==> src/rtl/prog_loader_pkg.sv <==
`default_nettype none
// ============================================================================
// Module      : prog_loader_pkg
// Description : Shared types and constants for the UART program loader.
//               The loader state machine and the UART receiver state enums,
//               the sync byte, and the 16-bit word-count type live here.
// Revision    : 1.0 - initial release
// ============================================================================
package prog_loader_pkg;

    // Loader protocol states
    typedef enum logic [2:0] {
        WAIT_SYNC = 3'd0,
        LEN_LO    = 3'd1,
        LEN_HI    = 3'd2,
        DATA      = 3'd3,
        CHECK     = 3'd4,
        DONE      = 3'd5,
        ERROR     = 3'd6
    } state_t;

    // UART receiver states
    typedef enum logic [1:0] {
        RX_IDLE  = 2'd0,
        RX_START = 2'd1,
        RX_DATA  = 2'd2,
        RX_STOP  = 2'd3
    } rx_state_t;

    localparam logic [7:0] SYNC_BYTE = 8'hA5;

    // Word count carried in the frame header (count_lo, count_hi)
    typedef logic [15:0] count_t;

    // True when the header asks for more words than the memory holds.
    // Memories with 2**16 or more words can take any 16-bit count.
    function automatic logic count_too_big(input count_t c, input int unsigned addr_w);
        if (addr_w >= 16) begin
            return 1'b0;
        end
        return (32'(c) > (32'd1 << addr_w));
    endfunction

endpackage
`default_nettype wire

==> src/rtl/prog_loader_if.sv <==
`default_nettype none
// ============================================================================
// Module      : prog_loader_if
// Description : Instruction-memory write bus driven by the program loader.
//               master = loader side, slave = memory side.
// Revision    : 1.0 - initial release
// ============================================================================
interface prog_loader_if #(
    parameter int ADDR_W = 8,
    parameter int N      = 32
);
    logic              imem_we;
    logic [ADDR_W-1:0] imem_addr;
    logic [N-1:0]      imem_wdata;

    modport master (output imem_we, output imem_addr, output imem_wdata);
    modport slave  (input  imem_we, input  imem_addr, input  imem_wdata);
endinterface
`default_nettype wire

==> src/rtl/prog_loader_uart_rx.sv <==
`default_nettype none
// ============================================================================
// Module      : uart_rx
// Description : 8N1 UART receiver, LSB first, idle high. Synchronizes rx,
//               qualifies the start bit at half a bit time, samples each
//               data bit mid-bit, and reports either a good byte or a
//               framing fault (stop bit low) as a one-cycle pulse.
// Revision    : 1.0 - initial release
// ============================================================================
module uart_rx
    import prog_loader_pkg::*;
#(
    parameter int CLKS_PER_BIT = 434
) (
    input  wire logic       clk,
    input  wire logic       rst_n,
    input  wire logic       rx,
    output logic [7:0]      rx_byte,
    output logic            byte_valid,
    output logic            frame_err
);

    localparam int CNT_W = ($clog2(CLKS_PER_BIT) > 0) ? $clog2(CLKS_PER_BIT) : 1;
    localparam logic [CNT_W-1:0] FULL = CNT_W'(CLKS_PER_BIT - 1);
    localparam logic [CNT_W-1:0] HALF = CNT_W'(CLKS_PER_BIT / 2 - 1);

    logic [1:0]       sync;
    logic             prev;
    rx_state_t        state;
    logic [CNT_W-1:0] cnt;
    logic [2:0]       bit_idx;
    logic [7:0]       shreg;

    // Two-flop synchronizer; resets to the idle (high) line level
    always_ff @(posedge clk or negedge rst_n) begin
        if (!rst_n) begin
            sync <= 2'b11;
        end else begin
            sync <= {sync[0], rx};
        end
    end

    // Bit-timing state machine: start qualify, 8 data bits, stop check
    always_ff @(posedge clk or negedge rst_n) begin
        if (!rst_n) begin
            state      <= RX_IDLE;
            prev       <= 1'b1;
            cnt        <= '0;
            bit_idx    <= '0;
            shreg      <= '0;
            rx_byte    <= '0;
            byte_valid <= 1'b0;
            frame_err  <= 1'b0;
        end else begin
            byte_valid <= 1'b0;
            frame_err  <= 1'b0;
            prev       <= sync[1];
            case (state)
                RX_IDLE: begin
                    if (prev && !sync[1]) begin
                        state <= RX_START;
                        cnt   <= '0;
                    end
                end
                RX_START: begin
                    if (cnt == HALF) begin
                        cnt     <= '0;
                        bit_idx <= '0;
                        // A line that is high again mid-start was a glitch
                        state   <= sync[1] ? RX_IDLE : RX_DATA;
                    end else begin
                        cnt <= cnt + 1'b1;
                    end
                end
                RX_DATA: begin
                    if (cnt == FULL) begin
                        cnt   <= '0;
                        shreg <= {sync[1], shreg[7:1]};
                        if (bit_idx == 3'd7) begin
                            state <= RX_STOP;
                        end else begin
                            bit_idx <= bit_idx + 1'b1;
                        end
                    end else begin
                        cnt <= cnt + 1'b1;
                    end
                end
                RX_STOP: begin
                    if (cnt == FULL) begin
                        cnt   <= '0;
                        state <= RX_IDLE;
                        if (sync[1]) begin
                            rx_byte    <= shreg;
                            byte_valid <= 1'b1;
                        end else begin
                            frame_err <= 1'b1;
                        end
                    end else begin
                        cnt <= cnt + 1'b1;
                    end
                end
                default: state <= RX_IDLE;
            endcase
        end
    end

endmodule
`default_nettype wire

==> src/rtl/prog_loader.sv <==
`default_nettype none
// ============================================================================
// Module      : prog_loader
// Description : Loads a program image received over UART into instruction
//               memory and holds the core in reset until a load completes.
//               Frame: A5, count_lo, count_hi, count x 4 bytes (LE) words,
//               optional checksum byte.
//               Optional feature macro: PROG_LOADER_CHKSUM_EN - when defined,
//               a trailing XOR checksum byte over all data bytes is checked.
// Revision    : 1.0 - initial release
// ============================================================================
module prog_loader
    import prog_loader_pkg::*;
#(
    parameter int CLKS_PER_BIT = 434,
    parameter int ADDR_W       = 8,
    parameter int N            = 32
) (
    input  wire logic          clk_div,
    input  wire logic          rst,
    input  wire logic          rx,
    prog_loader_if.master      imem,
    output logic               core_rst_n,
    output logic               done,
    output logic               error
);

    logic [7:0]  rx_byte;
    logic        byte_valid;
    logic        frame_err;

    state_t      state;
    count_t      count;       // words still to receive in DATA
    logic [1:0]  byte_idx;    // byte position within the current word
    logic [23:0] word;        // low three bytes of the word being assembled
    count_t      len;
`ifdef PROG_LOADER_CHKSUM_EN
    logic [7:0]  chk;
`endif

    uart_rx #(
        .CLKS_PER_BIT (CLKS_PER_BIT)
    ) u_rx (
        .clk        (clk_div),
        .rst_n      (rst),
        .rx         (rx),
        .rx_byte    (rx_byte),
        .byte_valid (byte_valid),
        .frame_err  (frame_err)
    );

    assign len = {rx_byte, count[7:0]};

    // Loader protocol FSM with registered memory-bus and status outputs
    always_ff @(posedge clk_div or negedge rst) begin
        if (!rst) begin
            state           <= WAIT_SYNC;
            count           <= '0;
            byte_idx        <= '0;
            word            <= '0;
            imem.imem_we    <= 1'b0;
            imem.imem_addr  <= '0;
            imem.imem_wdata <= '0;
            core_rst_n      <= 1'b0;
            done            <= 1'b0;
            error           <= 1'b0;
`ifdef PROG_LOADER_CHKSUM_EN
            chk             <= '0;
`endif
        end else begin
            imem.imem_we <= 1'b0;
            // Address advances in the cycle after each write strobe
            if (imem.imem_we) begin
                imem.imem_addr <= imem.imem_addr + 1'b1;
            end

            if (frame_err) begin
                // A completed or failed load ignores line noise
                if (state != DONE && state != ERROR) begin
                    state      <= ERROR;
                    error      <= 1'b1;
                    done       <= 1'b0;
                    core_rst_n <= 1'b0;
                end
            end else begin
                case (state)
                    WAIT_SYNC, DONE, ERROR: begin
                        if (byte_valid && rx_byte == SYNC_BYTE) begin
                            state          <= LEN_LO;
                            done           <= 1'b0;
                            error          <= 1'b0;
                            core_rst_n     <= 1'b0;
                            imem.imem_addr <= '0;
                            byte_idx       <= '0;
`ifdef PROG_LOADER_CHKSUM_EN
                            chk            <= '0;
`endif
                        end
                    end
                    LEN_LO: begin
                        if (byte_valid) begin
                            count[7:0] <= rx_byte;
                            state      <= LEN_HI;
                        end
                    end
                    LEN_HI: begin
                        if (byte_valid) begin
                            count <= len;
                            if (count_too_big(len, ADDR_W)) begin
                                state <= ERROR;
                                error <= 1'b1;
                            end else if (len == '0) begin
                                state <= CHECK;
                            end else begin
                                state <= DATA;
                            end
                        end
                    end
                    DATA: begin
                        if (byte_valid) begin
`ifdef PROG_LOADER_CHKSUM_EN
                            chk      <= chk ^ rx_byte;
`endif
                            byte_idx <= byte_idx + 1'b1;
                            case (byte_idx)
                                2'd0: word[7:0]   <= rx_byte;
                                2'd1: word[15:8]  <= rx_byte;
                                2'd2: word[23:16] <= rx_byte;
                                default: begin
                                    imem.imem_we    <= 1'b1;
                                    imem.imem_wdata <= N'({rx_byte, word});
                                    if (count == 16'd1) begin
                                        state <= CHECK;
                                    end
                                    count <= count - 1'b1;
                                end
                            endcase
                        end
                    end
                    CHECK: begin
`ifdef PROG_LOADER_CHKSUM_EN
                        if (byte_valid) begin
                            if (rx_byte == chk) begin
                                state      <= DONE;
                                done       <= 1'b1;
                                core_rst_n <= 1'b1;
                            end else begin
                                state <= ERROR;
                                error <= 1'b1;
                            end
                        end
`else
                        state      <= DONE;
                        done       <= 1'b1;
                        core_rst_n <= 1'b1;
`endif
                    end
                    default: state <= WAIT_SYNC;
                endcase
            end
        end
    end

endmodule
`default_nettype wire

==> src/flat_wrapper.sv <==
// flat-port wrapper written by rule: the top's interface ports become plain ports
module prog_loader_flat import prog_loader_pkg::*;
#(
    parameter int CLKS_PER_BIT = 434,
    parameter int ADDR_W       = 8,
    parameter int N            = 32
)
  (clk_div, rst, rx, core_rst_n, done, error, imem_imem_we, imem_imem_addr, imem_imem_wdata);
  prog_loader_if #(.ADDR_W(ADDR_W), .N(N)) imem_i ();
  input  wire logic clk_div;
  input  wire logic rst;
  input  wire logic rx;
  output logic core_rst_n;
  output logic done;
  output logic error;
  output wire logic [$bits(imem_i.imem_we)-1:0] imem_imem_we;
  output wire logic [$bits(imem_i.imem_addr)-1:0] imem_imem_addr;
  output wire logic [$bits(imem_i.imem_wdata)-1:0] imem_imem_wdata;
  assign imem_imem_we = imem_i.imem_we;
  assign imem_imem_addr = imem_i.imem_addr;
  assign imem_imem_wdata = imem_i.imem_wdata;
  prog_loader #(.CLKS_PER_BIT(CLKS_PER_BIT), .ADDR_W(ADDR_W), .N(N)) u_core (.clk_div(clk_div), .rst(rst), .rx(rx), .imem(imem_i), .core_rst_n(core_rst_n), .done(done), .error(error));
endmodule
==> config.mk <==
export PLATFORM = sky130hd
export DESIGN_NAME = prog_loader_flat
export DESIGN_NICKNAME = d
export VERILOG_FILES = /design/src/rtl/prog_loader_pkg.sv /design/src/rtl/prog_loader_if.sv /design/src/rtl/prog_loader_uart_rx.sv /design/src/rtl/prog_loader.sv /design/src/flat_wrapper.sv
export SDC_FILE = /design/constraint.sdc
export NUM_CORES = 1
export LEC_CHECK = 0
export CAP_MARGIN = 20
export CORE_MARGIN = 2
export CORE_UTILIZATION = 60
export CTS_CLUSTER_DIAMETER = 200
export DETAILED_ROUTE_END_ITERATION = 10
export GPL_ROUTABILITY_DRIVEN = 0
export GPL_TIMING_DRIVEN = 0
export PLACE_DENSITY = 0.89
export RECOVER_POWER = 50
export SLEW_MARGIN = 15
export SYNTH_ARGS = -nofsm -noshare
export SYNTH_HDL_FRONTEND = slang
export SYNTH_SLANG_ARGS = --single-unit
==> constraint.sdc <==
create_clock -name clk_div -period 5.4 [get_ports clk_div]
set_input_delay 1.08 -clock clk_div [delete_from_list [all_inputs] [get_ports clk_div]]
set_output_delay 1.08 -clock clk_div [all_outputs]
set_load 0.03 [all_outputs]
==> run_results.csv <==
group,metric,value,unit
status,status,"complete, but fails checks",
status,violations,"max-capacitance violations, max-slew violations",
grt,grt_pass1_wl,22850,microns
setup_path,cp-end-kind,"flip-flop",
clock_network,clkSinkCount,123,
finish,final_nets,560,
power_and_ir_drop,p_leak,3.291,nW
worst_hold_path,hp-class,"reg2reg",
clock_network,cts-resized-gates,0,
synth,yosys-top-cells-count,"120 x dfrtp_1, 76 x mux2_2, 31 x nor2_1",
sta,timing.hold.ws,0.3606,ns
grt,grt_pass1_vias,4434,
setup_path,reg2reg_slack,2.44,ns
setup_path,timing.rr.start,"u_core.u_rx.cnt[1]",
placement,place_hpwl,8222,microns
clock_network,cts_tree,"yes",
synth,yosysMostFrequentCell,"dfrtp_1",
floorplanning,io_pins,47,
clock_network,post-cts-setup-buffers,0,
finish,final_util,0.7514,
sta,finalCriticalPeriod,2.959,ns
worst_hold_path,hp-start,"u_core.u_rx.sync[0]",
finish,layout-drive-gt1-share,0.2316,
synth,synth_cell_types,67,
setup_path,cp_data_required_time,5.80,ns
routing,drt_iter0_markers,407,
synth,synth_seq_cells,123,
setup_path,r2r-end,"u_core.u_rx.rx_byte[1]",
clock_network,cts_root_buf,"clkbuf_8",
finish,fin_area,0.006910,sq mm
grt,antenna_found_initial,0,
routing,via_count,4366,
sta,worst_pin_slew,1.889,ns
clock_network,insertion_delay,0.53,ns
routing,wl_per_cell,21.02,microns
synth,async_reset_ff_frac,1.000,
synth,yosysWarnings,0,
power_and_ir_drop,powerDensity,342.5,mW/mm^2
finish,diodes,0,
floorplanning,fp.dieW,101.3,microns
clock_network,clkSlewWorstSetupHoldPaths,0.07,ns
synth,synth.avg_cell_area,11.89,sq um
setup_path,crit_fanout,9,
sta,setup_viol,0,
synth,yosys-top-cells-area,"dfrtp_1 53%, mux2_2 15%, ha_1 2.9%, nor2_1 2.0%, nand2_1 1.8%",
setup_path,cp-start-kind,"flip-flop",
finish,nFillCells,532,
worst_hold_path,min_delay_worst_endpoint,"u_core.u_rx.sync[1]",
sta,finalCritPeriodShare,0.5480,
synth,ys_seq_area_frac,0.5423,
routing,first_pass_iters,7,
synth,synth_ff_type,"dfrtp_1",
clock_network,cts_made_buffers,17,
floorplanning,rows,35,
grt,grt_usage,0.2943,
job,drv_cap,1,
floorplanning,die_h,101.3,microns
clock_network,h-tree-depth,4,
setup_path,reg2regPathDepth,7,
floorplanning,fp.dieArea,0.01027,sq mm
power_and_ir_drop,irDropWorstVdd,0.2658,mV
synth,synth_edf_count,0,
sta,max-slew-margin-rel,-0.2595,
synth,syn-num-nets,494,
placement,placement.io_buffers,46,
floorplanning,initial_core_util,0.6180,
sta,rsz0062_at_grt,"false",
synth,synth.top_cell.area_share,0.5284,
synth,netlist_area,0.005683,sq mm
clock_network,max-clock-path-buffers,2,
routing,vias_per_cell,6.536,
placement,dpl_cell_area,0.006311,sq mm
floorplanning,coreArea,0.009196,sq mm
synth,syn_inst,478,
sta,hold_viol,0,
sta,report.final.slew_viol_count,33,
grt,grt_max_degree,92,
grt,grt-ovfl-total,0,
sta,skew,0.01461,ns
routing,antenna_left,0,
sta,max_freq,337.9,MHz
worst_hold_path,hold_path_depth,0,
clock_network,cts_hold_buf,0,
setup_path,worstPathArrival,3.36,ns
setup_path,critical_path_class,"reg2reg",
finish,area_growth,21.60,%
routing,drc,0,
synth,yosys.area.top_type,"dfrtp_1",
routing,routed_wl,14040,microns
-- stage by stage --
step           instances  total power [mW]  setup slack [ns]  TNS, ns
6_report             668             2.367             2.441        0
5_1_grt              668             2.450             2.253        0
4_1_cts              668             2.370             2.625        0
3_5_place_dp         636             1.167             2.873        0
3_3_place_gp         635             1.154            -1.227  -146.14
2_1_floorplan        478             1.113             3.154        0
-- power by group --
part           internal [mW]  total, mW  leakage [nW]  switching, mW
combinational         0.0617      0.142          1.30         0.0805
sequential             0.956       1.01          1.69         0.0521
clock                  0.761       1.22         0.302          0.456
total                   1.78       2.37          3.29          0.588
-- final cells by class --
type,count,area [sq um],share of cell area
plain buffers,18,75.07,0.01086
clock buffers,18,417.9,0.06047
clock inverters,14,209.0,0.03024
inverters,14,52.55,0.007605
multi-input cells,323,2454,0.3551
flip-flops and latches,123,3082,0.4460
well taps,111,138.9,0.02010
repair buffers,47,481.7,0.06971
-- critical path, cell delays in order (launching register included) --
cell	delay [ns]
dfrtp_1	0.41
inv_1	0.11
ha_1	0.16
nand4_1	0.08
nor4_1	0.77
nand2_1	0.37
nor2_2	0.53
mux2_2	0.41
-- logic make-up (layout without fill, tap and decap cells) --
logic type / Yosys count / in the layout / share of synthesized area
DFF: 123 / 123 / 0.5423
and+or+nand+nor: 129 / 129 / 0.1257
xor gates and xnor gates: 9 / 9 / 0.01387
buffers and inverters: 32 / 111 / 0.02268
muxes: 77 / 77 / 0.1524
adders and majority gates: 13 / 13 / 0.02862
AOI/OAI and AO/OA: 95 / 95 / 0.1145
-- layer usage --
metal	global-route usage	share of wire	vias to the layer above
met5	0	0	-
met4	0.1320	0.036	0
met3	0.1042	0.079	61
met2	0.4682	0.51	239
met1	0.3653	0.38	2169
li1	-	-	1897
-- worst max-delay path by stage --
stage                                   from                     end
floorplan                    u_core.count[0]        u_core.count[12]
global placement                         rst      u_core.u_rx.cnt[3]
detailed placement     u_core.u_rx.frame_err         u_core.count[4]
CTS                 u_core.imem.imem_addr[2]       imem_imem_addr[2]
global route              u_core.u_rx.cnt[1]  u_core.u_rx.rx_byte[4]
finish                    u_core.u_rx.cnt[1]  u_core.u_rx.rx_byte[1]
-- cells in the final DEF (no fill, tap or decap), types with 4 or more instances in the layout --
master           instances
dfrtp_1                120
mux2_2                  76
clkdlybuf4s50_1         44
nor2_1                  31
nand2_1                 27
a21oi_1                 20
o21ai_0                 18
clkbuf_1                16
clkbuf_16               16
inv_1                   14
ha_1                    13
nor3_1                  11
a31oi_1                 11
nand4_1                  8
o22a_1                   8
nand3_1                  7
nand2b_1                 5
xor2_1                   5
nor4_1                   5
a22o_1                   5
clkinv_4                 5
xnor2_1                  4
and3_1                   4
nor2b_1                  4
a22oi_1                  4
bufinv_16                4
-- sequential cells by signal (all words and copies together) (netlist names), 2 cells and up, named ones only --
register	flops
u_core.count	16
u_core.u_rx.rx_byte	8
u_core.u_rx.shreg	8
u_core.imem.imem_wdata	32
u_core.u_rx.sync	2
u_core.imem.imem_addr	8
u_core.state	3
u_core.word	24
u_core.u_rx.bit_idx	3
u_core.u_rx.cnt	9
u_core.byte_idx	2
No activity file was read; power rests on OpenSTA's default activity.
==> RTL edit: new RTL, same settings <==
The 7 states of `state_t` get a one-hot encoding in 7 bits.
--- a/src/rtl/prog_loader_pkg.sv
+++ b/src/rtl/prog_loader_pkg.sv
@@ -11,10 +11,10 @@
     // Loader protocol states
-    typedef enum logic [2:0] {
-        WAIT_SYNC = 3'd0,
-        LEN_LO    = 3'd1,
-        LEN_HI    = 3'd2,
-        DATA      = 3'd3,
-        CHECK     = 3'd4,
-        DONE      = 3'd5,
-        ERROR     = 3'd6
+    typedef enum logic [6:0] {
+        WAIT_SYNC = 7'b0000001,
+        LEN_LO    = 7'b0000010,
+        LEN_HI    = 7'b0000100,
+        DATA      = 7'b0001000,
+        CHECK     = 7'b0010000,
+        DONE      = 7'b0100000,
+        ERROR     = 7'b1000000
     } state_t;
Behaviour: same outputs for any inputs over 10 cycles, from zero or initial values and one cycle with rst low; not proved beyond that.
==> RTL edit against the original RTL <==
The flow still finishes with violations (max-capacitance violations, max-slew violations). Wire length up 3.8%. Area after synthesis up 6.1%. Critical path type is now flip-flop to output port. Die area up 5.9%. Total power down 3.1%. Sequential cell count up 4. First-iteration DRC count up 1.7%. Cell area up 4.8%. Largest power group unchanged. Worst hold slack better by 0.0015 ns. Global-route usage down 1.3 points. Critical endpoint is now imem_imem_we. Setup slack better by 0.12 ns. Clock skew down 0.0049 ns. Core utilization down 1.0 points. Register-to-register slack better by 0.14 ns.
==> RTL edit: results (changes against the original RTL) <==
grt_use_met2: 0.481  # +0.0130
ys_seq_area_frac: 0.528  # -0.0145
drtPass1Iterations: 5  # -2
timing.rr.end: "u_core.count[4]"
hpwlAfterDp_um: 9200  # +12%
failed_checks: "max-capacitance violations, max-slew violations"
crit_path_max_fanout: 6  # -3
syn-num-nets: 529  # +7.1%
max_cap_violations: 1  # unchanged
synth_common_cells: "123 x dfrtp_1, 71 x mux2_2, 34 x nor2_1"
critPathSlowestCell: "clkdlybuf4s50_1"
synthTopCellsByArea: "dfrtp_1 51%, mux2_2 13%, ha_1 2.7%"
netlist-cell-type-count: 72  # +7.5%
critical_path_arrival_ns: 1.76  # -1.60 ns
slew_headroom: -0.406  # -0.146
syn-instance-count: 513  # +7.3%
layout.nets: 595  # +6.3%
status: "complete, but fails checks"
finalClockSkew_ns: 0.00969  # -0.00492 ns
grt_pass1_wl_um: 24000  # +5.1%
post_drt_wl_per_cell_um: 20.1  # -4.3%
dr_total_vias: 4599  # +5.3%
ir_drop_mv: 0.334  # +26%
vias_per_cell: 6.34  # -2.9%
p_leak_nw: 3.45  # +4.9%
met3_usage: 0.0526  # -0.0516
drv_slew: 37  # +12%
drive_gt1_frac: 0.223  # -0.00862
placed_cells: 693  # +9.0%
grt.total_usage: 0.282  # -0.0125
crit_family: "buffers and inverters"
met1_usage: 0.353  # -0.0124
RTL edit: metal layers:
layer  vias up  part of all wire
met1      2271              0.40
met3        58             0.062
met2       237              0.51
met4         0             0.027
met5         -                 0
li1       2033                 -
RTL edit: kinds of logic after synthesis:
family / share of synthesized area
xor gates and xnor gates: 0.0189
AOI/OAI and AO/OA: 0.119
muxes: 0.138
and+or+nand+nor: 0.139
buffers and inverters: 0.0305
adders and majority gates: 0.0270
DFF: 0.528
RTL edit: layout make-up:
type | count | area, µm²
multi-input combinational | 349 | 2640
inverter | 14 | 52.6
clock buffer | 18 | 428
fill | 572 | 2530
tap | 133 | 166
clock inverter | 14 | 159
sequential | 127 | 3180
buffer | 23 | 129
timing repair buffer | 47 | 482
RTL edit: power breakdown:
part           internal, W  switching, W  total (W)
Combinational    0.0000603     0.0000862   0.000147
Clock             0.000677      0.000447    0.00112
Sequential        0.000984     0.0000375    0.00102
RTL edit: stage by stage:
stage	hold WS, ns	worst slack, ns	total power, W	setup TNS [ns]	area, µm²
detailed placement	0.348	3.14	0.00118	0	6690
CTS	0.357	2.57	0.00230	0	7270
floorplan	0.345	3.45	0.00113	0	6030
global route	0.366	2.48	0.00237	0	7240
finish	0.362	2.56	0.00229	0	7240
global placement	0.347	-1.36	0.00116	-166.28	6660
RTL edit: worst max-delay path by stage:
| stage | startpoint | cells after the start | endpoint |
|---|---|---|---|
| floorplan | u_core.count[0] | 7 | u_core.error |
| global placement | rst | 1 | u_core.u_rx.cnt[5] |
| detailed placement | u_core.core_rst_n | 2 | done |
| CTS | u_core.imem.imem_we | 1 | imem_imem_we |
| global route | u_core.state[5] | 6 | u_core.imem.imem_wdata[2] |
| finish | u_core.imem.imem_we | 1 | imem_imem_we |
RTL edit: worst reg2reg max path, delay by kind of cell, from the launching register on:
| family | cells | cell delay [ns] |
|---|---|---|
| AOI/OAI and AO/OA | 2 | 0.26 |
| and+or+nand+nor | 3 | 1.32 |
| buffers and inverters | 2 | 0.68 |
| DFF | 1 | 0.44 |
